File: config.mk
export PLATFORM = sky130hd
export DESIGN_NAME = uart_rx_packer
export DESIGN_NICKNAME = d
export VERILOG_FILES = /design/src/rtl/uart_pkg.sv /design/src/rtl/uart_rx_core.sv /design/src/rtl/uart_rx_packer.sv
export SDC_FILE = /design/constraint.sdc
export NUM_CORES = 1
export LEC_CHECK = 0
export BUFFER_PORTS_ARGS = -buffer_cell sky130_fd_sc_hd__buf_2
export CELL_PAD_IN_SITES_DETAIL_PLACEMENT = 0
export CELL_PAD_IN_SITES_GLOBAL_PLACEMENT = 1
export CORE_MARGIN = 5
export CORE_UTILIZATION = 49
export CTS_CLUSTER_DIAMETER = 50
export CTS_CLUSTER_SIZE = 25
export DETAILED_ROUTE_END_ITERATION = 6
export GPL_ROUTABILITY_DRIVEN = 1
export PLACE_DENSITY = 0.88
export SLEW_MARGIN = 20
export SYNTH_ARGS = -nofsm -noshare
export SYNTH_HDL_FRONTEND = slang
export SYNTH_SLANG_ARGS = --single-unit
File: constraint.sdc
create_clock -name clk -period 2.5 [get_ports clk]
set_clock_uncertainty 0.15 [all_clocks]
set_input_delay 0.5 -clock clk [delete_from_list [all_inputs] [get_ports clk]]
set_output_delay 0.5 -clock clk [all_outputs]
set_load 0.01 [all_outputs]
File: src/rtl/uart_pkg.sv
// Shared types and width helpers for the UART receive / word-packing path.
// Pure declarations: no logic, no latency, no flow control.
package uart_pkg;

  typedef enum logic [1:0] {
    NONE = 2'd0,
    EVEN = 2'd1,
    ODD  = 2'd2
  } parity_e;

  typedef enum logic [2:0] {
    ST_IDLE  = 3'd0,
    ST_START = 3'd1,
    ST_DATA  = 3'd2,
    ST_PAR   = 3'd3,
    ST_STOP  = 3'd4
  } rx_state_e;

  // Bus and counter widths are derived from module parameters, so they live here as helpers.
  function automatic int bus_width(input int n_words, input int bits_per_word);
    return n_words * bits_per_word;
  endfunction

  function automatic int cnt_width(input int n);
    return (n > 1) ? $clog2(n) : 1;
  endfunction

endpackage

File: src/rtl/uart_rx_core.sv
// Bit-level UART receiver: 2-flop synchroniser, mid-bit sampling FSM, parity and stop checks.
// Word and error flags are registered, valid one cycle after the last stop sample; no backpressure.
module uart_rx_core
  import uart_pkg::*;
#(
  parameter int CLOCKS_PER_PULSE = 4,
  parameter int BITS_PER_WORD    = 8,
  parameter int PARITY           = 0,
  parameter int STOP_BITS        = 1
) (
  input  logic                     clk,
  input  logic                     rstn,
  input  logic                     rx,
  output logic [BITS_PER_WORD-1:0] word,
  output logic                     word_valid,
  output logic                     frame_err,
  output logic                     parity_err,
  output logic                     idle
);

  localparam int CW = cnt_width(CLOCKS_PER_PULSE);
  localparam int BW = cnt_width(BITS_PER_WORD);
  localparam logic [CW-1:0] HALF_M1 = CW'(CLOCKS_PER_PULSE / 2 - 1);
  localparam logic [CW-1:0] FULL_M1 = CW'(CLOCKS_PER_PULSE - 1);
  localparam logic [BW-1:0] LAST_BIT = BW'(BITS_PER_WORD - 1);
  localparam bit HAS_PARITY = (PARITY != int'(NONE));
  localparam bit IS_EVEN    = (PARITY == int'(EVEN));

  logic                     rx_meta;
  logic                     rx_s;
  rx_state_e                state;
  logic [CW-1:0]            cnt;
  logic [BW-1:0]            bit_idx;
  logic                     stop_idx;
  logic [BITS_PER_WORD-1:0] shreg;
  logic                     par_acc;
  logic                     par_bad;
  logic                     frm_bad;
  logic                     sample;
  logic                     last_stop;
  logic                     stop_bad;

  always_comb begin
    sample    = (state == ST_START) ? (cnt == HALF_M1) : (cnt == FULL_M1);
    last_stop = (STOP_BITS == 1) || stop_idx;
    stop_bad  = frm_bad || !rx_s;
    idle      = (state == ST_IDLE);
  end

  always_ff @(posedge clk or negedge rstn) begin
    if (!rstn) begin
      rx_meta    <= 1'b1;
      rx_s       <= 1'b1;
      state      <= ST_IDLE;
      cnt        <= '0;
      bit_idx    <= '0;
      stop_idx   <= 1'b0;
      shreg      <= '0;
      par_acc    <= 1'b0;
      par_bad    <= 1'b0;
      frm_bad    <= 1'b0;
      word       <= '0;
      word_valid <= 1'b0;
      frame_err  <= 1'b0;
      parity_err <= 1'b0;
    end else begin
      rx_meta    <= rx;
      rx_s       <= rx_meta;
      word_valid <= 1'b0;
      frame_err  <= 1'b0;
      parity_err <= 1'b0;

      if (state == ST_IDLE || sample) cnt <= '0;
      else                            cnt <= cnt + CW'(1);

      case (state)
        ST_IDLE: begin
          if (!rx_s) begin
            state    <= ST_START;
            bit_idx  <= '0;
            stop_idx <= 1'b0;
            par_acc  <= 1'b0;
            par_bad  <= 1'b0;
            frm_bad  <= 1'b0;
          end
        end
        ST_START: begin
          // A start bit that has gone high by mid-bit is a glitch, not a frame.
          if (sample) state <= rx_s ? ST_IDLE : ST_DATA;
        end
        ST_DATA: begin
          if (sample) begin
            shreg   <= BITS_PER_WORD'({rx_s, shreg} >> 1);
            par_acc <= par_acc ^ rx_s;
            if (bit_idx == LAST_BIT) state <= HAS_PARITY ? ST_PAR : ST_STOP;
            else                     bit_idx <= bit_idx + BW'(1);
          end
        end
        ST_PAR: begin
          if (sample) begin
            par_bad <= IS_EVEN ? (rx_s != par_acc) : (rx_s == par_acc);
            state   <= ST_STOP;
          end
        end
        ST_STOP: begin
          if (sample) begin
            if (last_stop) begin
              state      <= ST_IDLE;
              word       <= shreg;
              word_valid <= !stop_bad && !par_bad;
              frame_err  <= stop_bad;
              parity_err <= par_bad;
            end else begin
              frm_bad  <= stop_bad;
              stop_idx <= 1'b1;
            end
          end
        end
        default: state <= ST_IDLE;
      endcase
    end
  end

endmodule

File: src/rtl/uart_rx_packer.sv
// Packs N_WORDS UART words into one wide beat; m_valid rises the cycle after the last word commits.
// Output is a single valid/ready register; a packet completing while it is occupied is dropped.
module uart_rx_packer
  import uart_pkg::*;
#(
  parameter int CLOCKS_PER_PULSE = 4,
  parameter int BITS_PER_WORD    = 8,
  parameter int N_WORDS          = 6,
  parameter int PARITY           = 0,
  parameter int STOP_BITS        = 1,
  parameter int TIMEOUT_PULSES   = 32
) (
  input  logic                                clk,
  input  logic                                rstn,
  input  logic                                rx,
  output logic [N_WORDS*BITS_PER_WORD-1:0]    m_data,
  output logic                                m_valid,
  input  logic                                m_ready,
  output logic                                err_frame,
  output logic                                err_parity,
  output logic                                err_timeout,
  output logic                                err_overflow,
  output logic                                busy
);

  localparam int W_BUS     = bus_width(N_WORDS, BITS_PER_WORD);
  localparam int W_WCNT    = cnt_width(N_WORDS);
  localparam int TMO_LIMIT = TIMEOUT_PULSES * CLOCKS_PER_PULSE;
  localparam int TW        = cnt_width(TMO_LIMIT + 1);
  localparam bit TMO_EN    = (TMO_LIMIT > 0);
  localparam logic [W_WCNT-1:0] LAST_SLOT = W_WCNT'(N_WORDS - 1);
  localparam logic [TW-1:0]     TMO_LAST  = TW'(TMO_LIMIT - 1);

  logic [BITS_PER_WORD-1:0] word;
  logic                     word_valid;
  logic                     core_idle;
  logic [W_BUS-1:0]         asm_q;
  logic [W_BUS-1:0]         pkt_next;
  logic [W_WCNT-1:0]        word_cnt;
  logic [TW-1:0]            tmo_cnt;
  logic                     tmo_run;
  logic                     out_free;

  uart_rx_core #(
    .CLOCKS_PER_PULSE(CLOCKS_PER_PULSE),
    .BITS_PER_WORD   (BITS_PER_WORD),
    .PARITY          (PARITY),
    .STOP_BITS       (STOP_BITS)
  ) u_core (
    .clk       (clk),
    .rstn      (rstn),
    .rx        (rx),
    .word      (word),
    .word_valid(word_valid),
    .frame_err (err_frame),
    .parity_err(err_parity),
    .idle      (core_idle)
  );

  // Assembly buffer with the incoming word already dropped into its slot.
  always_comb begin
    pkt_next = asm_q;
    for (int i = 0; i < N_WORDS; i++) begin
      if (word_cnt == W_WCNT'(i)) pkt_next[i*BITS_PER_WORD +: BITS_PER_WORD] = word;
    end
  end

  always_comb begin
    tmo_run  = TMO_EN && core_idle && (word_cnt != '0);
    out_free = !m_valid || m_ready;
    busy     = !core_idle || (word_cnt != '0);
  end

  always_ff @(posedge clk or negedge rstn) begin
    if (!rstn) begin
      asm_q        <= '0;
      word_cnt     <= '0;
      tmo_cnt      <= '0;
      m_data       <= '0;
      m_valid      <= 1'b0;
      err_timeout  <= 1'b0;
      err_overflow <= 1'b0;
    end else begin
      err_timeout  <= 1'b0;
      err_overflow <= 1'b0;
      if (m_valid && m_ready) m_valid <= 1'b0;

      if (word_valid) begin
        asm_q   <= pkt_next;
        tmo_cnt <= '0;
        if (word_cnt == LAST_SLOT) begin
          word_cnt <= '0;
          if (out_free) begin
            m_data  <= pkt_next;
            m_valid <= 1'b1;
          end else begin
            err_overflow <= 1'b1;
          end
        end else begin
          word_cnt <= word_cnt + W_WCNT'(1);
        end
      end else if (err_frame || err_parity) begin
        word_cnt <= '0;
        tmo_cnt  <= '0;
      end else if (tmo_run) begin
        if (tmo_cnt == TMO_LAST) begin
          word_cnt    <= '0;
          tmo_cnt     <= '0;
          err_timeout <= 1'b1;
        end else begin
          tmo_cnt <= tmo_cnt + TW'(1);
        end
      end else begin
        tmo_cnt <= '0;
      end
    end
  end

endmodule

Yosys cells after proc, flatten, opt, wreduce, memory -nomap -nowiden
Cells that the tools add are included.
- bits of input ports: 4
- register bits after elaboration: 141
- equal/unequal tests: 21
- bitwise gates (word level): 1
- multiplexer cells: 51
- $add $sub $neg: 4
- reduce and logical (&&, ||, !) cells: 26
- operators by type and width (cell ; count):
    $mux W8 ; 10
    $mux W3 ; 14
    $mux W1 ; 21
    $pmux W3 S5 ; 1
    $eq A3 B2 Y1 const B ; 4
    $eq A3 B3 Y1 const B ; 4
    $ne A2 B1 Y1 const B ; 5
    $reduce_and A3 Y1 ; 3
    $reduce_bool A3 Y1 ; 3
    $add A8 B1 Y8 const B ; 1
    $eq A8 B7 Y1 const B ; 1
    $add A3 B1 Y3 const B ; 2
    $eq A3 B1 Y1 const B ; 2
    $logic_not A3 Y1 ; 2
    $pmux W3 S2 ; 1
    $reduce_and A2 Y1 ; 3
    $reduce_and A6 Y1 ; 1
    $logic_not A1 Y1 ; 4
    $logic_or A1 B1 Y1 ; 4
    $mux W2 ; 2
    $ne A2 B2 Y1 const B ; 2
    $pmux W1 S2 ; 2
    $reduce_and A4 Y1 ; 1
    $reduce_bool A2 Y1 ; 2
    6 further kinds ; 8

Longest topological paths before layout
Gate-level depths: netlist of the first run.
- word-level depth: 5
- mapped depth: 7

Hierarchy
Synthesis of the first run repeated with hierarchy kept, for this count alone.
- cells, all modules: 421
- area total of the unflattened synthesis: 6157.2 um^2
- by module, submodules not included (module ; cells an instance ; seq. area each (um^2) ; times used ; area an instance (um^2)):
    uart_rx_packer ; 316 ; 2752.6 ; 1 ; 4784.6
    uart_rx_core ; 105 ; 778.2 ; 1 ; 1372.6

Worst setup path after synthesis of the first run
No wires, ideal clock.
- path type: register -> register
- start point: register word_cnt[0]
- end point: register m_data[24]
- slack: 0.534 ns
- arrival: 1.691 ns
- data required time: 2.225 ns
- cell stages (with the launch flop): 8
- setup time: 0.125 ns
- cells stage by stage: dfrtp_1 > buf_2 > inv_1 > nor2_1 > ha_1 > clkbuf_1 > mux2_2 > mux2_2
- longest elaborated chain between the ends: 2
- elaborated cells on any way between the ends: 4
- classes of those cells: eq/ne: 2; mux: 1; reduce/logical: 1
- ends and longest elaborated chain (what ; line ; RTL):
    from (decl) ; uart_rx_packer.sv:39 ; logic [W_WCNT-1:0] word_cnt;
    from (signal assigned) ; uart_rx_packer.sv:100 ; word_cnt <= word_cnt + W_WCNT'(1);
    $eq A3 B3 Y1 or $eq A3 B2 Y1 (tied branches) ; uart_rx_packer.sv:91, uart_rx_packer.sv:64 ;
    $reduce_and A3 Y1 (no line) or $mux W8 (tied branches) ; -- ;
    to (signal assigned) ; uart_rx_packer.sv:94 ; m_data <= pkt_next;
    to (decl) ; uart_rx_packer.sv:16 ; output logic [N_WORDS*BITS_PER_WORD-1:0] m_data,
Parallel ways exist; a longest one is shown, timed or not.
A chain may end at the register's enable or synchronous reset.

Worst setup path after layout of the first run
- start point: register word_cnt[1]
- end point: output port busy
- longest elaborated chain between the ends: 2
- ends and longest elaborated chain (what ; line ; RTL):
    $reduce_bool A3 Y1 ; uart_rx_packer.sv:71 ; busy = !core_idle || (word_cnt != '0);
    $logic_or A1 B1 Y1 ; uart_rx_packer.sv:71 ;
    to (decl) ; uart_rx_packer.sv:23 ; output logic busy
Every way passes these cells.

==> flow_summary.toml, run 1 <==
[logic_synthesis]
synth.net_count = 428
synth_enable_flop_cells = 0
async_flop_share_pct = 100
ys_seq_area_share_pct = 58.7
synthFlopType = "sky130_fd_sc_hd__dfrtp_1"
synthesis.instances = 420
synth.yosys.warnings = 0
cell_variety_after_synth = 44
synth.ff_latch_count = 141
synth.cell_area_um2 = 6020
syn-mean-instance-area_um2 = 14.3

[power_and_ir_drop]
share_comb_of_total_power_pct = 8.3
power_switching_uw = 1340
power.static_leakage_uw = 0.00361
power.clock.fraction_pct = 46.6
vdd_ir_drop_max_mv = 0.508
pwr-share-seq_pct = 45.2
power_density_nw_per_um2 = 818
power_switching_share_pct = 23.1
internal_power_uw = 4460

[worst_setup_path]
cp.arrival_ns = 1.60
worstPathRequired_ns = 1.85
timing.critical_path.from_type = "flip-flop"
crit_fanout = 8
crit_path_end_kind = "output port"
timing.setup.critical_path_class = "flip-flop to output port"

[floorplanning]
core.rowCount = 40
design.die.area_um2 = 14600
fp.coreArea_um2 = 12000
initial_utilization_pct = 50.1
pin_count = 58
chipWidth_um = 121
die_height_um = 121

[global_route]
grt-ovfl-total = 0
grt_pass1_vias = 3654
grt_first_pass_wirelength_mm = 19.1
track_usage_pct = 16.7
maximum_number_of_pins_on_one_net_before_global_route_repair = 59
antenna_found_initial = 0

[layout]
multi_input_comb_area_um2 = 2310
register_area_um2 = 3530
antenna_diode_count = 0
number_of_filler_instances_in_the_final_layout = 944
synthToLayoutAreaGrowth_pct = 17.8
layout.cells.most_common = "sky130_fd_sc_hd__dfrtp_1"
finalNetCount = 487
fraction_of_final_layout_cells_with_drive_strength_greater_than_1_pct = 51.3
most-common-layout-cells = "sky130_fd_sc_hd__dfrtp_1, sky130_fd_sc_hd__mux2_2, sky130_fd_sc_hd__buf_2"
post_layout_cell_count = 636
fin_util_pct = 59.0

[place]
buffer_ports.inserted = 57
place_worst_setup_slack_ns = 0.417
dp_hpwl_mm = 7.42
gpl.final_weighted_congestion = 0.785
placed_cells = 606

[timing]
timing.final.setup_violations = 0
finalHoldViolations = 0
worstMarginPinSlew_ns = 0.556
report.final.slew_viol_count = 0
final.setup.worst_slack_ns = 0.252
slew-limit-headroom_pct = 62.9
post-route-period-util_pct = 89.9
unrepaired_setup_endpoints_after_global_routing = "false"
setup_total_negative_slack_ns = 0
fmax_mhz = 445
fin_crit_ns = 2.25

[clock_network]
post-cts-setup-buffer-count = 0
cts.reportedPaths.clkPinSlew_ns = 0.06
cts-htree-levels = 4
insertion_delay_ns = 0.41
cts_num_sinks = 141
tritoncts = "built"
max-clock-path-buffers = 2
numCtsBuffers = 17
cts_root_buffer = "sky130_fd_sc_hd__clkbuf_16"

[drt]
remaining_drc_errors = 0
wl_per_cell_um = 18.0
antenna_violating_nets_post_route = 0
detailroute.via_count = 3485
dr.pass1.iters = 4
drt_iter0_markers = 210
vias_per_cell = 5.48
finalWirelength_mm = 11.4

[min_path]
hp-class = "input pin to flip-flop"

[run_status]
run_status = "completed"

[run]
timing.max_cap.violations = 0
sequential cells by signal, summed over array words and instances (netlist names), 2 cells and up:
signal and count:
asm_q 48, m_data 48, tmo_cnt 8, u_core.shreg 8, u_core.word 8, u_core.bit_idx 3
u_core.state 3, word_cnt 3, u_core.cnt 2
synth_stat cells, types with 2 or more instances:
cell,number,area share (%)
sky130_fd_sc_hd__dfrtp_1,139,58
sky130_fd_sc_hd__mux2_2,137,26
sky130_fd_sc_hd__clkbuf_1,14,0.87
sky130_fd_sc_hd__nor2_1,12,0.75
sky130_fd_sc_hd__buf_2,11,0.91
sky130_fd_sc_hd__o21ai_0,10,0.83
sky130_fd_sc_hd__mux2_4,8,2.0
sky130_fd_sc_hd__nor3_1,8,0.67
sky130_fd_sc_hd__inv_1,7,0.44
sky130_fd_sc_hd__nand2_1,7,0.44
sky130_fd_sc_hd__nand3_1,6,0.50
sky130_fd_sc_hd__a21oi_1,4,0.33
sky130_fd_sc_hd__buf_4,4,0.50
sky130_fd_sc_hd__ha_1,4,0.83
sky130_fd_sc_hd__or3_1,4,0.42
sky130_fd_sc_hd__a211oi_1,3,0.37
sky130_fd_sc_hd__nand3b_1,3,0.37
sky130_fd_sc_hd__nand4b_1,3,0.44
sky130_fd_sc_hd__xnor2_1,3,0.44
sky130_fd_sc_hd__a22o_1,2,0.29
sky130_fd_sc_hd__and2_1,2,0.21
sky130_fd_sc_hd__and4b_1,2,0.33
sky130_fd_sc_hd__dfstp_2,2,0.87
sky130_fd_sc_hd__nand4_1,2,0.21
sky130_fd_sc_hd__nor2b_1,2,0.21
sky130_fd_sc_hd__nor3b_4,2,0.62
sky130_fd_sc_hd__o21bai_1,2,0.25
stage by stage:
stage,instance area (µm²),power [µW],hold slack [ns]
final,7090,5800,0.0449
after detailed placement,6450,3140,0.197
after floorplan,6020,2970,0.0544
after global placement,6450,3110,0.197
after CTS,7090,5860,0.0292
after global routing,7090,6040,0.0331
critical path, cell delays in order, from the launching register on:
cell and delay [ns]:
sky130_fd_sc_hd__dfrtp_1 0.47, sky130_fd_sc_hd__nor3_1 0.32, sky130_fd_sc_hd__buf_4 0.19, sky130_fd_sc_hd__nand2_1 0.05
sky130_fd_sc_hd__buf_2 0.16
power by group through the flow:
stage / clock network, µW / logic, µW / registers, µW
global placement: 0 / 463 / 2650
floorplan: 0 / 447 / 2530
CTS: 2750 / 490 / 2620
global route: 2850 / 545 / 2650
detailed placement: 0 / 487 / 2660
finish: 2700 / 481 / 2620
final cells by class:
| class | instances | share of cell area (%) |
|---|---|---|
| Clock buffer | 19 | 6.25 |
| Clock inverter | 10 | 2.70 |
| Inverter | 7 | 0.371 |
| Multi-Input combinational cell | 242 | 32.6 |
| Sequential cell | 141 | 49.8 |
| Tap cell | 147 | 2.59 |
| Timing Repair Buffer | 70 | 5.70 |
cell families (layout without fill, tap and decap cells):
family                     count (synthesis)  after routing  share of synthesized area, %
adders and majority gates                  4              4                         0.831
AOI/OAI and AO/OA                         27             27                          2.85
DFF                                      141            141                          58.7
xor gates and xnor gates                   4              4                         0.582
buffers and inverters                     37            106                          3.06
and+or+nand+nor                           62             62                          6.40
muxes                                    145            145                          27.6
timing repair:
item | CTS | global route
setup endpoints to repair | 0 | 0
gates resized for setup | 0 | 0
hold endpoints to repair | 54 | 0
hold buffers | 1 | 0
worst paths after layout:
path                                start  slack, ns        endpoint  cells past startpoint
min reg2reg                u_core.rx_meta       0.20     u_core.rx_s                      0
max reg2reg                   word_cnt[0]       0.36       asm_q[31]                      5
min                                    rx       0.04  u_core.rx_meta                      1
max in group asynchronous            rstn       1.05       m_data[8]                      3
min in group asynchronous            rstn       0.47        asm_q[3]                      2
max                           word_cnt[1]       0.25            busy                      4
metal layers:
layer | share of wire (%) | wire length, µm | vias up | GRT usage [%]
met5 | 0 | 0 | - | 0
met1 | 43 | 4950 | 1797 | 21.4
met2 | 52 | 5960 | 61 | 28.0
li1 | - | - | 1614 | -
met3 | 3.1 | 355 | 13 | 3.51
met4 | 1.3 | 154 | 0 | 6.30
No activity file was read; power rests on OpenSTA's default activity.
==> run 2: changes to the inputs <==
--- a/config.mk
+++ b/config.mk
@@ -9,12 +9,12 @@
 export CELL_PAD_IN_SITES_DETAIL_PLACEMENT = 0
 export CELL_PAD_IN_SITES_GLOBAL_PLACEMENT = 1
 export CORE_MARGIN = 5
-export CORE_UTILIZATION = 49
+export CORE_UTILIZATION = 44
 export CTS_CLUSTER_DIAMETER = 50
 export CTS_CLUSTER_SIZE = 25
 export DETAILED_ROUTE_END_ITERATION = 6
 export GPL_ROUTABILITY_DRIVEN = 1
-export PLACE_DENSITY = 0.88
+export PLACE_DENSITY = 0.84
 export SLEW_MARGIN = 20
 export SYNTH_ARGS = -nofsm -noshare
 export SYNTH_HDL_FRONTEND = slang
==> constraint.sdc (replaced) <==
create_clock -name clk -period 2 [get_ports clk]
set_clock_uncertainty 0.15 [all_clocks]
set_input_delay 0.4 -clock clk [delete_from_list [all_inputs] [get_ports clk]]
set_output_delay 0.4 -clock clk [all_outputs]
set_load 0.01 [all_outputs]
==> run 2 against run 1 <==
  * Combinational power grew 48%
  * Highest routed layer unchanged
  * Register-to-register slack got worse by 0.27 ns
  * Sequential share of layout area shrank 1.2 points
  * Global-route usage decreased by 1.3 points
  * Non-clock buffer count rose by 15
  * Wire length grew 2.0%
  * Clock-buffer cell count increased by 3
  * Cell area is 2.6% higher
  * Flip-flop and latch count is the same
  * Critical path depth unchanged
  * Worst hold slack gained 0.11 ns
  * Worst setup slack worse by 0.21 ns
==> flow_summary.toml, run 2 (synthesis gave the netlist of run 1 again) <==
[min_path]
min_path_cells = 3
hp-class = "input pin to flip-flop"

[floorplanning]
pin_count = 58
core.rowCount = 42
chipWidth_um = 127
design.die.area_um2 = 16100
fp.coreArea_um2 = 13300
initial_utilization_pct = 45.1
die_height_um = 127

[timing]
report.final.slew_viol_count = 0
finalHoldViolations = 0
unrepaired_setup_endpoints_after_global_routing = "false"
fin_crit_ns = 1.96
final.setup.worst_slack_ns = 0.0446
fmax_mhz = 511
worstMarginPinSlew_ns = 0.559
setup_total_negative_slack_ns = 0
timing.final.setup_violations = 0
slew-limit-headroom_pct = 62.7
post-route-period-util_pct = 97.8

[place]
place_worst_setup_slack_ns = 0.0600
dp_hpwl_mm = 7.76
placed_cells = 644
gpl.final_weighted_congestion = 0.763
buffer_ports.inserted = 57

[worst_setup_path]
timing.critical_path.from_type = "flip-flop"
crit_fanout = 4
worstSetupPathDepth = 4
reg2reg_slack_ns = 0.09
crit_path_end_kind = "output port"
cp.arrival_ns = 1.41
cpMaxStageDelayCell = "sky130_fd_sc_hd__dfrtp_2"
timing.setup.critical_path_class = "flip-flop to output port"
cp_slowest_stage_delay_ns = 0.44
timing.reg2reg.worst_path_depth = 7
worstPathRequired_ns = 1.45
wp_buf_inv = 2
critical_path_cell_by_cell = "nor3_4 -> buf_4 -> nand2_1 -> buf_2"
critical-path-top-delay-family = "flip-flops"

[clock_network]
numCtsBuffers = 17
cts_root_buffer = "sky130_fd_sc_hd__clkbuf_16"
tritoncts = "built"
cts.reportedPaths.clkPinSlew_ns = 0.06
cts-htree-levels = 4
cts_num_sinks = 141
insertion_delay_ns = 0.42
max-clock-path-buffers = 2

[global_route]
maximum_number_of_pins_on_one_net_before_global_route_repair = 54
grt-ovfl-total = 0
track_usage_pct = 15.4
grt_first_pass_wirelength_mm = 19.6
grt_pass1_vias = 3784
antenna_found_initial = 0

[layout]
finalNetCount = 502
fraction_of_final_layout_cells_with_drive_strength_greater_than_1_pct = 53.8
antenna_diode_count = 0
layout.cells.most_common = "sky130_fd_sc_hd__mux2_2"
reg_top3 = "asm_q (48), m_data (48)"
synthToLayoutAreaGrowth_pct = 20.9
number_of_filler_instances_in_the_final_layout = 1118
most-common-layout-cells = "sky130_fd_sc_hd__mux2_2, sky130_fd_sc_hd__dfrtp_1, sky130_fd_sc_hd__buf_2"
post_layout_cell_count = 683
fin_util_pct = 54.5

[run]
timing.max_cap.violations = 0

[drt]
remaining_drc_errors = 0
antenna_violating_nets_post_route = 0
detailroute.via_count = 3515
wl_per_cell_um = 17.0
vias_per_cell = 5.15
drt_iter0_markers = 180
dr.pass1.iters = 5
finalWirelength_mm = 11.6

[power_and_ir_drop]
power.clock.fraction_pct = 43.7
pwr-share-seq_pct = 46.2
power_switching_uw = 1710
power_density_nw_per_um2 = 968
power_switching_share_pct = 24.3
vdd_ir_drop_max_mv = 0.553
internal_power_uw = 5330
share_comb_of_total_power_pct = 10.1
power.static_leakage_uw = 0.00369

[run_status]
run_status = "completed"
run 2: metal layers:
metal / up-vias / GRT usage, % / routed length (µm) / share of wire [%]
li1: 1648 / - / - / -
met1: 1785 / 20.6 / 5370 / 46
met2: 70 / 24.3 / 5590 / 48
met3: 12 / 4.71 / 534 / 4.6
met4: 0 / 4.92 / 148 / 1.3
met5: - / 0 / 0 / 0
run 2: stage by stage:
| step | power (µW) | hold slack, ns | instance area (µm²) |
|---|---|---|---|
| global route | 7370 | 0.179 | 7280 |
| floorplan | 3720 | -0.0456 | 6020 |
| finish | 7040 | 0.159 | 7280 |
| CTS | 7100 | 0.143 | 7250 |
| global placement | 3930 | 0.197 | 6600 |
| detailed placement | 3980 | 0.198 | 6600 |
run 2: worst paths after layout:
kind                                 from               to
setup / recovery              word_cnt[0]             busy
hold / removal                    m_ready     err_overflow
max in group asynchronous            rstn      word_cnt[2]
hold reg to reg            u_core.rx_meta      u_core.rx_s
min in group asynchronous            rstn  u_core.state[1]
setup reg to reg              word_cnt[1]       m_data[29]
run 2: cell type report:
class	count	area [µm²]	area share (%)
Sequential cell	141	3530	48.6
Multi-Input combinational cell	242	2340	32.1
Timing Repair Buffer	85	573	7.87
Clock buffer	22	474	6.52
Tap cell	176	220	3.03
Clock inverter	10	113	1.55
Inverter	7	26.3	0.361
run 2: repair_timing:
| action | 4_1_cts | 5_1_grt |
|---|---|---|
| resized for setup | 6 | 3 |
| buffers inserted | 2 | 3 |
| pin swaps | 0 | 2 |
| hold endpoints to repair | 47 | 0 |
| endpoints found under the setup margin | 1 | 9 |
| hold buffers | 2 | 0 |
run 2: power by group through the flow:
stage | combinational, µW | clock [µW] | sequential, µW
6_report | 712 | 3080 | 3250
3_5_place_dp | 679 | 0 | 3300
3_3_place_gp | 644 | 0 | 3290
2_1_floorplan | 558 | 0 | 3160
4_1_cts | 711 | 3130 | 3250
5_1_grt | 807 | 3280 | 3290
run 2: worst min-delay path, stage by stage:
cell and delay, ns:
sky130_fd_sc_hd__buf_2 0.07, sky130_fd_sc_hd__nand2b_1 0.16, sky130_fd_sc_hd__nor2_1 0.05
==> run 3: changes to the inputs <==
--- a/config.mk
+++ b/config.mk
@@ -8,6 +8,7 @@
 export BUFFER_PORTS_ARGS = -buffer_cell sky130_fd_sc_hd__buf_2
 export CELL_PAD_IN_SITES_DETAIL_PLACEMENT = 0
 export CELL_PAD_IN_SITES_GLOBAL_PLACEMENT = 1
+export CORE_ASPECT_RATIO = 0.6
 export CORE_MARGIN = 5
 export CORE_UTILIZATION = 44
 export CTS_CLUSTER_DIAMETER = 50
==> run 3 against run 2 <==
  * Register-to-register slack about the same
  * Cell count fell by 1.0%
  * Global-route usage increased by 0.45 points
  * Combinational power shrank 3.7%
  * Non-clock buffer count down 5
  * Largest cell class unchanged
  * Largest power group unchanged
  * Flip-flop and latch count is the same
  * Fmax fell by 0.97%
  * Via count rose by 0.48%
  * Die area grew 0.47%
==> flow_summary.toml, run 3 (synthesis gave the netlist of run 1 again) <==
[worst_setup_path]
crit_path_end_kind = "output port"
crit_fanout = 8
cp.arrival_ns = 1.42
timing.setup.critical_path_class = "flip-flop to output port"
timing.critical_path.from_type = "flip-flop"
worstPathRequired_ns = 1.45
reg2reg_slack_ns = 0.08

[drt]
vias_per_cell = 5.22
detailroute.via_count = 3532
wl_per_cell_um = 17.7
dr.pass1.iters = 4
drt_iter0_markers = 167
remaining_drc_errors = 0
finalWirelength_mm = 11.9
antenna_violating_nets_post_route = 0

[place]
total_placed_instance_area_um2 = 6600
placed_cells = 641
place_worst_setup_slack_ns = 0.0622
buffer_ports.inserted = 57
gpl.final_weighted_congestion = 0.829
dp_hpwl_mm = 8.22

[layout]
synthToLayoutAreaGrowth_pct = 20.0
reg_top3 = "asm_q (48), m_data (48)"
finalNetCount = 497
number_of_filler_instances_in_the_final_layout = 1125
fraction_of_final_layout_cells_with_drive_strength_greater_than_1_pct = 52.9
post_layout_cell_count = 676
antenna_diode_count = 0
most-common-layout-cells = "sky130_fd_sc_hd__mux2_2, sky130_fd_sc_hd__dfrtp_1, sky130_fd_sc_hd__buf_2"
postLayoutCellArea_um2 = 7220

[clock_network]
insertion_delay_ns = 0.41
max-clock-path-buffers = 2
cts-htree-levels = 4
tritoncts = "built"
cts_root_buffer = "sky130_fd_sc_hd__clkbuf_16"
numCtsBuffers = 17
cts.reportedPaths.clkPinSlew_ns = 0.06
cts_num_sinks = 141

[global_route]
antenna_found_initial = 0
grt-ovfl-total = 0
track_usage_pct = 15.9
maximum_number_of_pins_on_one_net_before_global_route_repair = 53
grt_first_pass_wirelength_mm = 20.0
grt_pass1_vias = 3677

[floorplanning]
core.rowCount = 33
pin_count = 58
fp.coreArea_um2 = 13500
design.die.area_um2 = 16200
chipWidth_um = 161
initial_utilization_pct = 44.4
die_height_um = 101

[power_and_ir_drop]
power_switching_uw = 1700
power.clock.fraction_pct = 42.6
internal_power_uw = 5220
vdd_ir_drop_max_mv = 0.593
power.static_leakage_uw = 0.00366
pwr-share-seq_pct = 47.5
power_switching_share_pct = 24.5
share_comb_of_total_power_pct = 9.9
power_density_nw_per_um2 = 958

[timing]
fin_crit_ns = 1.97
timing.final.setup_violations = 0
report.final.slew_viol_count = 0
final.setup.worst_slack_ns = 0.0254
unrepaired_setup_endpoints_after_global_routing = "true"
fmax_mhz = 506
post-route-period-util_pct = 98.7
slew-limit-headroom_pct = 67.6
worstMarginPinSlew_ns = 0.486
finalHoldViolations = 0

[min_path]
hp-class = "flip-flop to flip-flop"

[run_status]
run_status = "completed"

[run]
timing.max_cap.violations = 0
-- run 3: power by group through the flow --
stage	clock [µW]	combinational (µW)	sequential, µW
6_report	2950	686	3280
3_5_place_dp	0	656	3330
3_3_place_gp	0	620	3300
5_1_grt	3120	784	3320
4_1_cts	2990	694	3280
2_1_floorplan	0	558	3160
-- run 3: layout make-up --
cell class	count	area (µm²)	share of cell area (%)
Sequential cell	141	3530	48.9
Multi-Input combinational cell	242	2330	32.3
Timing Repair Buffer	80	557	7.71
Clock buffer	24	492	6.81
Tap cell	175	219	3.03
Clock inverter	7	62.6	0.866
Inverter	7	26.3	0.364
-- run 3: worst paths after layout --
kind	start	to	cells after the start
min in group asynchronous	rstn	m_data[14]	2
setup / recovery	word_cnt[1]	busy	4
max in group asynchronous	rstn	u_core.rx_meta	3
setup reg to reg	u_core.state[2]	word_cnt[1]	4
hold / removal	u_core.rx_meta	u_core.rx_s	0
hold reg to reg	u_core.rx_meta	u_core.rx_s	0
-- run 3: routing by layer --
metal | up-vias | wire [µm] | GRT usage (%)
met5 | - | 0 | 0
met3 | 13 | 423 | 3.56
met1 | 1814 | 6150 | 23.1
li1 | 1632 | - | -
met2 | 73 | 5230 | 23.5
met4 | 0 | 136 | 6.09
-- run 3: through the flow --
| step | total power, µW | hold WS, ns | setup TNS, ns | utilization (%) |
|---|---|---|---|---|
| 3_3_place_gp | 3920 | 0.147 | 0 | 48.7 |
| 4_1_cts | 6970 | 0.207 | 0 | 53.3 |
| 6_report | 6910 | 0.206 | 0 | 53.3 |
| 2_1_floorplan | 3720 | -0.0456 | 0 | - |
| 5_1_grt | 7220 | 0.214 | -0.147 | 53.3 |
| 3_5_place_dp | 3980 | 0.151 | 0 | 48.7 |
-- run 3: timing repair --
item / CTS / global route
gates resized for setup: 4 / 2
endpoints found under the hold margin: 28 / 0
endpoints found under the setup margin: 1 / 12
setup buffers: 2 / 0
pin swaps: 1 / 0
hold buffers: 2 / 0
-- run 3: worst max-delay path, stage by stage, from the launching register on --
cell and delay [ns]:
sky130_fd_sc_hd__dfrtp_2 0.47, sky130_fd_sc_hd__nor3_4 0.20, sky130_fd_sc_hd__buf_4 0.15, sky130_fd_sc_hd__nand2_1 0.05, sky130_fd_sc_hd__buf_2 0.14
